==> src/rtl/decode_stage.sv <==
// RV32I instruction decode stage with a registered ID/EX output and a valid/ready handshake.
// It also provides a load-use interlock, flush, illegal-instruction detection, optional
// M-extension decode and a saturating count of the hazard bubbles it inserts.
// Field encodings:
//   aluop[3:0]: NONE=0 ADD=1 SUB=2 SLL=3 SLT=4 SLTU=5 XOR=6 SRL=7 SRA=8 OR=9 AND=10
//               EQU=11 NEQ=12 SGE=13 SGEU=14; aluop[4]=1 marks an M op with funct3 in [2:0]
//   alu_s*: ZERO=0 RS1=1 RS2=2 IMM=3   pc_select: PLUS4=0 PCIMM=1 ALU=2 BRANCH=3
//   rd_select: ALU=0 MEM=1 PCPLUS4=2 PCIMM=3   mem_type: INT8=0 INT16=1 INT32=2 UINT8=4 UINT16=5
module decode_stage #(
  parameter int unsigned XLEN        = 32,
  parameter int unsigned ENABLE_M    = 0,
  parameter int unsigned STALL_CNT_W = 16
) (
  input  logic                   clk_i,
  input  logic                   rst_n_i,
  input  logic                   if_valid_i,
  input  logic [31:0]            if_instr_i,
  input  logic [XLEN-1:0]        if_pc_i,
  output logic                   if_ready_o,
  input  logic                   flush_i,
  input  logic                   ex_ready_i,
  output logic                   id_valid_o,
  output logic [XLEN-1:0]        id_pc_o,
  output logic [4:0]             rs1_o,
  output logic [4:0]             rs2_o,
  output logic [4:0]             rd_o,
  output logic [XLEN-1:0]        imm_o,
  output logic [4:0]             aluop_o,
  output logic [1:0]             alu_s1_o,
  output logic [1:0]             alu_s2_o,
  output logic [1:0]             pc_select_o,
  output logic                   mem_read_o,
  output logic                   mem_write_o,
  output logic [2:0]             mem_type_o,
  output logic [1:0]             rd_select_o,
  output logic                   rd_write_o,
  output logic                   illegal_o,
  output logic [STALL_CNT_W-1:0] stall_cnt_o
);

  localparam logic [3:0] ALUOP_NONE = 4'd0,  ALUOP_ADD  = 4'd1,  ALUOP_SUB  = 4'd2,
                         ALUOP_SLL  = 4'd3,  ALUOP_SLT  = 4'd4,  ALUOP_SLTU = 4'd5,
                         ALUOP_XOR  = 4'd6,  ALUOP_SRL  = 4'd7,  ALUOP_SRA  = 4'd8,
                         ALUOP_OR   = 4'd9,  ALUOP_AND  = 4'd10, ALUOP_EQU  = 4'd11,
                         ALUOP_NEQ  = 4'd12, ALUOP_SGE  = 4'd13, ALUOP_SGEU = 4'd14;
  localparam logic [1:0] SRC_ZERO = 2'd0, SRC_RS1 = 2'd1, SRC_RS2 = 2'd2, SRC_IMM = 2'd3;
  localparam logic [1:0] PC_PLUS4 = 2'd0, PC_PCIMM = 2'd1, PC_ALU = 2'd2, PC_BRANCH = 2'd3;
  localparam logic [1:0] RD_ALU = 2'd0, RD_MEM = 2'd1, RD_PCPLUS4 = 2'd2, RD_PCIMM = 2'd3;

  localparam logic [6:0] OP_LUI = 7'b0110111, OP_AUIPC = 7'b0010111, OP_JAL   = 7'b1101111,
                         OP_JALR = 7'b1100111, OP_BRANCH = 7'b1100011, OP_LOAD = 7'b0000011,
                         OP_STORE = 7'b0100011, OP_IMM = 7'b0010011, OP_REG = 7'b0110011;

  logic [6:0]      opcode;
  logic [2:0]      funct3;
  logic [6:0]      funct7;
  logic [31:0]     imm32;
  logic [4:0]      d_aluop;
  logic [1:0]      d_s1, d_s2, d_pc, d_rd_sel;
  logic            d_mem_read, d_mem_write, d_rd_write, d_illegal;
  logic            uses_rs1, uses_rs2;
  logic            out_free, hazard, accept;

  assign opcode = if_instr_i[6:0];
  assign funct3 = if_instr_i[14:12];
  assign funct7 = if_instr_i[31:25];

  // Shared OP/OP-IMM funct3 mapping; alt selects SUB/SRA.
  function automatic logic [3:0] arith_op(input logic [2:0] f3, input logic alt);
    case (f3)
      3'b000:  arith_op = alt ? ALUOP_SUB : ALUOP_ADD;
      3'b001:  arith_op = ALUOP_SLL;
      3'b010:  arith_op = ALUOP_SLT;
      3'b011:  arith_op = ALUOP_SLTU;
      3'b100:  arith_op = ALUOP_XOR;
      3'b101:  arith_op = alt ? ALUOP_SRA : ALUOP_SRL;
      3'b110:  arith_op = ALUOP_OR;
      default: arith_op = ALUOP_AND;
    endcase
  endfunction

  // Decode the incoming instruction into datapath control fields.
  always_comb begin
    d_aluop     = {1'b0, ALUOP_NONE};
    d_s1        = SRC_ZERO;
    d_s2        = SRC_ZERO;
    d_pc        = PC_PLUS4;
    d_rd_sel    = RD_ALU;
    d_mem_read  = 1'b0;
    d_mem_write = 1'b0;
    d_rd_write  = 1'b0;
    d_illegal   = 1'b0;
    imm32       = '0;
    uses_rs1    = 1'b0;
    uses_rs2    = 1'b0;
    case (opcode)
      OP_LUI: begin
        d_s1 = SRC_IMM; d_aluop = {1'b0, ALUOP_ADD}; d_rd_write = 1'b1;
        imm32 = {if_instr_i[31:12], 12'b0};
      end
      OP_AUIPC: begin
        d_rd_sel = RD_PCIMM; d_rd_write = 1'b1;
        imm32 = {if_instr_i[31:12], 12'b0};
      end
      OP_JAL: begin
        d_pc = PC_PCIMM; d_rd_sel = RD_PCPLUS4; d_rd_write = 1'b1;
        imm32 = {{11{if_instr_i[31]}}, if_instr_i[31], if_instr_i[19:12], if_instr_i[20],
                 if_instr_i[30:21], 1'b0};
      end
      OP_JALR: begin
        d_pc = PC_ALU; d_s1 = SRC_RS1; d_s2 = SRC_IMM; d_aluop = {1'b0, ALUOP_ADD};
        d_rd_sel = RD_PCPLUS4; d_rd_write = 1'b1; uses_rs1 = 1'b1;
        imm32 = {{20{if_instr_i[31]}}, if_instr_i[31:20]};
      end
      OP_BRANCH: begin
        d_s1 = SRC_RS1; d_s2 = SRC_RS2; d_pc = PC_BRANCH; uses_rs1 = 1'b1; uses_rs2 = 1'b1;
        imm32 = {{19{if_instr_i[31]}}, if_instr_i[31], if_instr_i[7], if_instr_i[30:25],
                 if_instr_i[11:8], 1'b0};
        case (funct3)
          3'b000:  d_aluop = {1'b0, ALUOP_EQU};
          3'b001:  d_aluop = {1'b0, ALUOP_NEQ};
          3'b100:  d_aluop = {1'b0, ALUOP_SLT};
          3'b101:  d_aluop = {1'b0, ALUOP_SGE};
          3'b110:  d_aluop = {1'b0, ALUOP_SLTU};
          3'b111:  d_aluop = {1'b0, ALUOP_SGEU};
          default: d_illegal = 1'b1;
        endcase
      end
      OP_LOAD: begin
        d_s1 = SRC_RS1; d_s2 = SRC_IMM; d_aluop = {1'b0, ALUOP_ADD}; d_mem_read = 1'b1;
        d_rd_sel = RD_MEM; d_rd_write = 1'b1; uses_rs1 = 1'b1;
        imm32 = {{20{if_instr_i[31]}}, if_instr_i[31:20]};
        d_illegal = (funct3 == 3'b011) || (funct3 == 3'b110) || (funct3 == 3'b111);
      end
      OP_STORE: begin
        d_s1 = SRC_RS1; d_s2 = SRC_IMM; d_aluop = {1'b0, ALUOP_ADD}; d_mem_write = 1'b1;
        uses_rs1 = 1'b1; uses_rs2 = 1'b1;
        imm32 = {{20{if_instr_i[31]}}, if_instr_i[31:25], if_instr_i[11:7]};
        d_illegal = funct3[2] || (funct3 == 3'b011);
      end
      OP_IMM: begin
        d_s1 = SRC_RS1; d_s2 = SRC_IMM; d_rd_write = 1'b1; uses_rs1 = 1'b1;
        imm32 = {{20{if_instr_i[31]}}, if_instr_i[31:20]};
        d_aluop = {1'b0, arith_op(funct3, (funct3 == 3'b101) && if_instr_i[30])};
        if (funct3 == 3'b001)
          d_illegal = (funct7 != 7'b0000000);
        else if (funct3 == 3'b101)
          d_illegal = (funct7 != 7'b0000000) && (funct7 != 7'b0100000);
      end
      OP_REG: begin
        d_s1 = SRC_RS1; d_s2 = SRC_RS2; d_rd_write = 1'b1; uses_rs1 = 1'b1; uses_rs2 = 1'b1;
        if (funct7 == 7'b0000000)
          d_aluop = {1'b0, arith_op(funct3, 1'b0)};
        else if (funct7 == 7'b0100000 && (funct3 == 3'b000 || funct3 == 3'b101))
          d_aluop = {1'b0, arith_op(funct3, 1'b1)};
        else if (funct7 == 7'b0000001 && ENABLE_M != 0)
          d_aluop = {2'b10, funct3};
        else
          d_illegal = 1'b1;
      end
      default: d_illegal = 1'b1;
    endcase
    if (d_illegal) begin
      d_aluop     = {1'b0, ALUOP_NONE};
      d_pc        = PC_PLUS4;
      d_mem_read  = 1'b0;
      d_mem_write = 1'b0;
      d_rd_write  = 1'b0;
      imm32       = '0;
    end
    if (if_instr_i[11:7] == 5'd0) d_rd_write = 1'b0;
  end

  assign out_free   = !id_valid_o || ex_ready_i;
  assign hazard     = id_valid_o && mem_read_o && (rd_o != 5'd0) && if_valid_i &&
                      ((uses_rs1 && (if_instr_i[19:15] == rd_o)) ||
                       (uses_rs2 && (if_instr_i[24:20] == rd_o)));
  assign if_ready_o = out_free && !hazard && !flush_i;
  assign accept     = if_valid_i && if_ready_o;

  // Valid bit and bubble counter; a bubble is a free slot refused only because of the interlock.
  always_ff @(posedge clk_i or negedge rst_n_i) begin
    if (!rst_n_i) begin
      id_valid_o  <= 1'b0;
      stall_cnt_o <= '0;
    end else if (flush_i) begin
      id_valid_o <= 1'b0;
    end else if (accept) begin
      id_valid_o <= 1'b1;
    end else if (out_free) begin
      id_valid_o <= 1'b0;
      if (hazard && stall_cnt_o != '1) stall_cnt_o <= stall_cnt_o + STALL_CNT_W'(1);
    end
  end

  // ID/EX payload register, loaded only on an accepted instruction.
  always_ff @(posedge clk_i or negedge rst_n_i) begin
    if (!rst_n_i) begin
      id_pc_o <= '0; rs1_o <= '0; rs2_o <= '0; rd_o <= '0; imm_o <= '0; aluop_o <= '0;
      alu_s1_o <= '0; alu_s2_o <= '0; pc_select_o <= '0; mem_read_o <= 1'b0;
      mem_write_o <= 1'b0; mem_type_o <= '0; rd_select_o <= '0; rd_write_o <= 1'b0;
      illegal_o <= 1'b0;
    end else if (!flush_i && accept) begin
      id_pc_o     <= if_pc_i;
      rs1_o       <= if_instr_i[19:15];
      rs2_o       <= if_instr_i[24:20];
      rd_o        <= if_instr_i[11:7];
      imm_o       <= XLEN'($signed(imm32));
      aluop_o     <= d_aluop;
      alu_s1_o    <= d_s1;
      alu_s2_o    <= d_s2;
      pc_select_o <= d_pc;
      mem_read_o  <= d_mem_read;
      mem_write_o <= d_mem_write;
      mem_type_o  <= funct3;
      rd_select_o <= d_rd_sel;
      rd_write_o  <= d_rd_write;
      illegal_o   <= d_illegal;
    end
  end

endmodule

==> config.mk <==
export PLATFORM = sky130hd
export DESIGN_NAME = decode_stage
export DESIGN_NICKNAME = d
export VERILOG_FILES = /design/src/rtl/decode_stage.sv
export SDC_FILE = /design/constraint.sdc
export NUM_CORES = 1
export LEC_CHECK = 0
export CAP_MARGIN = 20
export CORE_AREA = 2 2 140 115
export DETAILED_ROUTE_END_ITERATION = 16
export DIE_AREA = 0 0 142 117
export DONT_BUFFER_PORTS = 1
export PLACE_DENSITY = 0.61
export REMOVE_ABC_BUFFERS = 1
export SYNTH_ARGS = -nofsm -noshare
export SYNTH_HDL_FRONTEND = slang
export SYNTH_SLANG_ARGS = --single-unit
==> constraint.sdc <==
create_clock -name clk_i -period 2.7 [get_ports clk_i]
set_input_delay 0.54 -clock clk_i [delete_from_list [all_inputs] [get_ports clk_i]]
set_output_delay 0.54 -clock clk_i [all_outputs]
set_load 0.1 [all_outputs]
==> impl_metrics.csv, run 1 <==
group,metric,value,unit
outcome,status,"finished, violations left",
outcome,violations,"hold timing",
cells_and_area,fillers,1376,
die,placementRows,41,
global_routing,grt_pass1_vias,4292,
setup_path,crit_arrival,2.05,ns
detailed_routing,wl,15430,um
die,ioPinCount,186,
detailed_routing,num_vias,4197,
cells_and_area,final_util,0.4547,
cells_and_area,diodes,0,
clocking,h-tree-depth,4,
synth,ys_warn_count,0,
placement,finalWeightedCongestion,0.8897,
cells_and_area,fin_area,6974,sq um
placement,dpl_cell_area,6332,sq um
detailed_routing,wl_per_cell,20.76,um
timing,setup_viol,0,
timing,rsz0062_at_grt,"false",
timing,skew,0.01446,ns
cells_and_area,fin_nets,613,
clocking,cts_tree,"built",
synth,syn_area,5951,sq um
timing,slew_headroom,0.3562,
clocking,clock-sinks,115,
die,die_area,16610,sq um
synth,netlist.area_leader.share,0.4836,
cells_and_area,drive_above_1_share,0.3164,
global_routing,grt_max_degree,116,
synth,ys_ff_latch,115,
clocking,clk_latency,0.42,ns
synth,synth.largest_area_cell,"dfrtp_1",
die,core_area,15340,sq um
timing,whs,-0.1766,ns
clocking,clk_path_buf_depth,2,
power_and_ir_drop,ir_drop,0.0006832,V
synth,ys_seq_area_frac,0.4836,
detailed_routing,viasPerCell,5.649,
die,die_h,117,um
timing,fmax,0.3854,GHz
clocking,root_buffer,"clkbuf_16",
synth,postSynthCellCount,509,
placement,place_inst,711,
global_routing,antenna_found_initial,0,
setup_path,worstSetupStartpointType,"flop",
global_routing,grt_pass1_wl,23770,um
synth,synth_area_leaders,"dfrtp_1, mux2_2, o2bb2ai_2, a21oi_1, xor2_1",
synth,syn_avg_cell_area,11.69,sq um
die,start_util,0.3880,
global_routing,overflow,0,
clocking,path_clk_slew,0.06,ns
synth,synthFlopType,"dfrtp_1",
setup_path,worstPathRequired,2.16,ns
detailed_routing,dr.pass1.iters,6,
worst_hold_path,hold_path_class,"input port to asynchronous set/reset pin",
global_routing,grt_usage,0.1895,
timing,tightest_slew,0.9657,ns
placement,dp_slack,0.2542,ns
power_and_ir_drop,powerDensity,831.9,nW/um^2
timing,fin_crit_sh,0.9611,
setup_path,worstPathMaxFanout,5,
setup_path,crit_start,"rd_o[1]",
cells_and_area,layout.cells.non_filler,743,
timing,timing.final.hold_violations,115,
synth,async_reset_ff_frac,1.000,
timing,setup_ws,0.1051,ns
setup_path,end_kind,"output pin",
placement,portBuffers,0,
synth,synth_edf_count,0,
setup_path,critical_path_class,"flop to output pin",
power_and_ir_drop,power.leakage,2.980,nW
cells_and_area,areaGrowthSynthToFinish,17.20,%
detailed_routing,drtIter0Drc,324,
synth,synth.most_common_cell,"dfrtp_1",
timing,finalMaxSlewViolations,0,
clocking,cts_setup_buffers,0,
flow_run,maxCapViolCount,0,
die,dieWidth,142,um
synth,synth_cell_types,62,
setup_path,rr_startpoint,"rd_o[1]",
timing,final.min_clock_period,2.595,ns
synth,yosys-top-cells-count,"dfrtp_1, mux2_2, a21oi_1",
detailed_routing,antenna_left,0,
clocking,cts_made_buffers,17,
detailed_routing,drc,0,
placement,hpwl,11080,um
==> stage by stage <==
stage                     TNS [ns]  power [mW]
after floorplan             -58.68       3.276
after global placement           0       3.394
after detailed placement         0       3.410
after CTS                        0       5.859
after global routing             0       6.005
final                            0       5.802
==> cell usage in the layout (no fill, tap or decap), drive strengths merged, types with 18 or more instances in the layout <==
cell type / count
o2bb2ai: 32
xor2: 19
dfrtp: 115
nand2: 31
nor2: 31
clkbuf: 18
mux2: 65
buf: 43
nor3: 18
a21oi: 36
==> layout make-up <==
cell class | instances | area [sq um] | area share
Clock inverter | 14 | 198.9 | 0.02853
Multi-Input combinational cell | 350 | 2805 | 0.4022
Timing Repair Buffer | 43 | 372.9 | 0.05346
Sequential cell | 115 | 2879 | 0.4128
Clock buffer | 18 | 439.2 | 0.06297
Inverter | 10 | 37.54 | 0.005382
Tap cell | 193 | 241.5 | 0.03463
==> metal layers <==
layer	global-route usage	up-vias	wire, um
met5	0	-	0
met4	0.05933	0	226
met3	0.09235	15	1693
met2	0.2998	222	7289
met1	0.2299	2066	6217
li1	-	1894	-
==> critical path, cell delays in order (launching register included) <==
cell and delay, ns:
dfrtp_2 0.46, or4_1 0.53, nor2_1 0.11, nor3_1 0.08
o21ai_4 0.10, and2_4 0.18, buf_12 0.17
==> state kept, by name, summed over array words and instances, names as in the netlist, 2 cells and up <==
name,flops
rs1_o,5
pc_select_o,2
imm_o,32
rd_o,5
alu_s2_o,2
id_pc_o,32
rs2_o,5
aluop_o,4
rd_select_o,2
stall_cnt_o,16
alu_s1_o,2
mem_type_o,3
==> power by group <==
group	total, mW	switching, mW	internal (mW)
registers	2.89	1.05	1.84
clock network	2.43	0.848	1.58
logic	0.488	0.282	0.206
total	5.80	2.18	3.63
==> repair_timing <==
action                                  4_1_cts  5_1_grt
hold endpoints to repair                    115      115
resized for setup                             0        2
endpoints found under the setup margin        0        1
==> path summary, 6_finish.rpt <==
kind                            cells after the start  slack [ns]         endpoint
max in group asynchronous                           0        2.71          rd_o[1]
worst min register to register                      1        0.53  stall_cnt_o[11]
worst max register to register                      7        0.41        imm_o[14]
worst min-delay path                                0       -0.18  stall_cnt_o[11]
worst max-delay path                                6        0.11       if_ready_o
min in group clk_i                                  1        0.23       id_valid_o
==> cell families (layout without fill, tap and decap cells) <==
logic type / count (synthesis) / count (layout) / share of synthesized area
compound gates: 107 / 107 / 0.1623
xor+xnor: 26 / 26 / 0.03827
fa+ha+maj: 7 / 7 / 0.01472
buf+inv: 44 / 85 / 0.04542
flops: 115 / 115 / 0.4836
mux: 67 / 67 / 0.1264
other cells: 1 / 1 / 0.0006302
simple gates: 142 / 142 / 0.1287
Note: power is estimated with default switching activity, not from simulation.
==> run 2, diff against run 1 <==
ABC_AREA = 1   (was default)
CORE_AREA = 2 2 139 114   (was 2 2 140 115)
DIE_AREA = 0 0 141 116   (was 0 0 142 117)
PLACE_DENSITY = 0.62   (was 0.61)
==> impl_metrics.csv, run 2 <==
group,metric,value,unit
cells_and_area,largestRegisters,"id_pc_o (32), imm_o (32), stall_cnt_o (16)",
power_and_ir_drop,power.leakage,3.701,nW
cells_and_area,fillers,1512,
detailed_routing,viasPerCell,4.979,
placement,finalWeightedCongestion,0.8985,
die,placementRows,40,
timing,timing.final.hold_violations,115,
setup_path,end_kind,"output pin",
placement,portBuffers,0,
cells_and_area,final_cell_mix,"nand2_1, dfrtp_1, inv_1",
die,die_h,116,um
clocking,root_buffer,"clkbuf_16",
outcome,violations,"hold timing",
global_routing,grt_max_degree,116,
worst_hold_path,hold_path_class,"input port to asynchronous set/reset pin",
clocking,cts_tree,"built",
timing,skew,0.01119,ns
clocking,cts-resized-gates,0,
synth,syn_area,5914,sq um
synth,postSynthCellCount,793,
synth,synth_cell_types,31,
synth,synth_edf_count,0,
cells_and_area,fin_nets,898,
detailed_routing,antenna_left,0,
outcome,status,"finished, violations left",
timing,final.min_clock_period,2.434,ns
synth,netlist.area_leader.share,0.4866,
die,die_area,16360,sq um
detailed_routing,wl,16400,um
synth,ys_seq_area_frac,0.4866,
setup_path,crit_arrival,1.89,ns
detailed_routing,drtIter0Drc,400,
setup_path,worstPathMaxFanout,5,
global_routing,overflow,0,
die,start_util,0.3979,
timing,slew_headroom,0.3600,
timing,finalMaxSlewViolations,0,
placement,dp_slack,0.1503,ns
timing,setup_ws,0.2658,ns
timing,whs,-0.1789,ns
synth,async_reset_ff_frac,1.000,
synth,ys_ff_latch,115,
synth,synth_area_leaders,"dfrtp_1, nand2_1, inv_1, nor2_1, o21ai_0",
placement,dpl_cell_area,6301,sq um
timing,tightest_slew,0.9600,ns
die,core_area,14860,sq um
power_and_ir_drop,power,5.634,mW
power_and_ir_drop,powerDensity,811.9,nW/um^2
synth,syn_avg_cell_area,7.458,sq um
clocking,cts_setup_buffers,0,
placement,hpwl,11500,um
cells_and_area,areaGrowthSynthToFinish,17.33,%
synth,synth.most_common_cell,"nand2_1",
detailed_routing,dr.pass1.iters,5,
detailed_routing,num_vias,5099,
global_routing,antenna_found_initial,0,
setup_path,worstPathRequired,2.16,ns
flow_run,maxCapViolCount,0,
clocking,path_clk_slew,0.06,ns
synth,synth.largest_area_cell,"dfrtp_1",
detailed_routing,drc,0,
global_routing,grt_usage,0.2044,
global_routing,grt_pass1_vias,4752,
cells_and_area,diodes,0,
detailed_routing,wl_per_cell,16.01,um
synth,synthFlopType,"dfrtp_1",
power_and_ir_drop,ir_drop,0.0004885,V
timing,rsz0062_at_grt,"false",
clocking,clk_latency,0.42,ns
clocking,clk_path_buf_depth,2,
clocking,h-tree-depth,4,
cells_and_area,fin_area,6939,sq um
setup_path,critical_path_class,"flop to output pin",
cells_and_area,drive_above_1_share,0.09820,
synth,yosys-top-cells-count,"nand2_1, dfrtp_1, inv_1",
timing,fmax,0.4108,GHz
cells_and_area,mostFrequentLayoutCell,"nand2_1",
timing,setup_viol,0,
timing,fin_tns_setup,0,ns
timing,fin_crit_sh,0.9015,
synth,ys_warn_count,0,
global_routing,grt_pass1_wl,25890,um
clocking,clock-sinks,115,
setup_path,worstSetupStartpointType,"flop",
clocking,cts_made_buffers,17,
die,dieWidth,141,um
die,ioPinCount,186,
[run 2: cell types whose count changed after synthesis, sizes merged, moves of 8 or more]
cell     change
inv         +53
nor3         -8
xor2        -12
and2         -8
nand4       +20
o2bb2ai     -32
nor2        +32
o21ai       +23
mux2        -65
nand2      +329
nand3       +23
a21oi       -18
[run 2: final timing paths]
path                                  from         endpoint  slack (ns)  cells past startpoint
setup / recovery                   rd_o[3]       if_ready_o        0.27                     11
hold / removal                     rst_n_i   pc_select_o[0]       -0.18                      0
min in group clk_i              if_pc_i[3]       id_pc_o[3]        0.24                      2
setup reg to reg                   rd_o[3]      alu_s1_o[0]        0.42                     12
max in group asynchronous          rst_n_i   stall_cnt_o[7]        2.72                      0
hold reg to reg            stall_cnt_o[13]  stall_cnt_o[13]        0.55                      2
[run 2: area by class of cell]
cell class              instances  area, sq um  share of cell area
inverters                      64        240.2             0.03462
multi-input cells             584         2621              0.3777
repair buffers                 40        325.3             0.04688
clock inverters                 9        150.1             0.02164
clock buffers                  23        488.0             0.07032
well taps                     189        236.5             0.03408
flip-flops and latches        115         2878              0.4147
[run 2: metrics by stage]
stage,utilization,cells
6_report,0.4668,1024
5_1_grt,0.4668,1024
4_1_cts,0.4668,1024
3_5_place_dp,0.4239,992
3_3_place_gp,0.4239,992
2_1_floorplan,-,763
[run 2: metal layers]
layer | GRT usage | up-vias | wire length (um)
met5 | 0 | - | 0
met4 | 0.05600 | 0 | 97
met3 | 0.07314 | 8 | 1371
met2 | 0.2963 | 175 | 7087
met1 | 0.2903 | 2360 | 7839
li1 | - | 2556 | -
[run 2: kinds of logic after synthesis]
kind of cell,after synthesis,share of synthesized area
XOR/XNOR,13,0.01925
other,1,0.0006340
buffers and inverters,94,0.07023
flip-flops,115,0.4866
AND/OR/NAND/NOR,501,0.3529
adder cells (fa/ha/maj),7,0.01481
AO/OA/AOI/OAI,62,0.05564
[run 2: critical path: stages, from the launching register on]
cell and delay [ns]:
dfrtp_1 0.46, inv_1 0.13, nand2_1 0.06, nand2_1 0.06, nand2_1 0.05, nor2_1 0.12
nand3_1 0.08, nand2_1 0.12, nand2_2 0.09, nand2_1 0.08, inv_1 0.07, buf_12 0.16
[run 2: power by group]
| group | total (mW) | internal, mW | leakage [nW] | switching, mW |
|---|---|---|---|---|
| Clock | 2.44 | 1.64 | 0.309 | 0.800 |
| Combinational | 0.474 | 0.129 | 1.87 | 0.345 |
| Sequential | 2.72 | 1.83 | 1.52 | 0.894 |
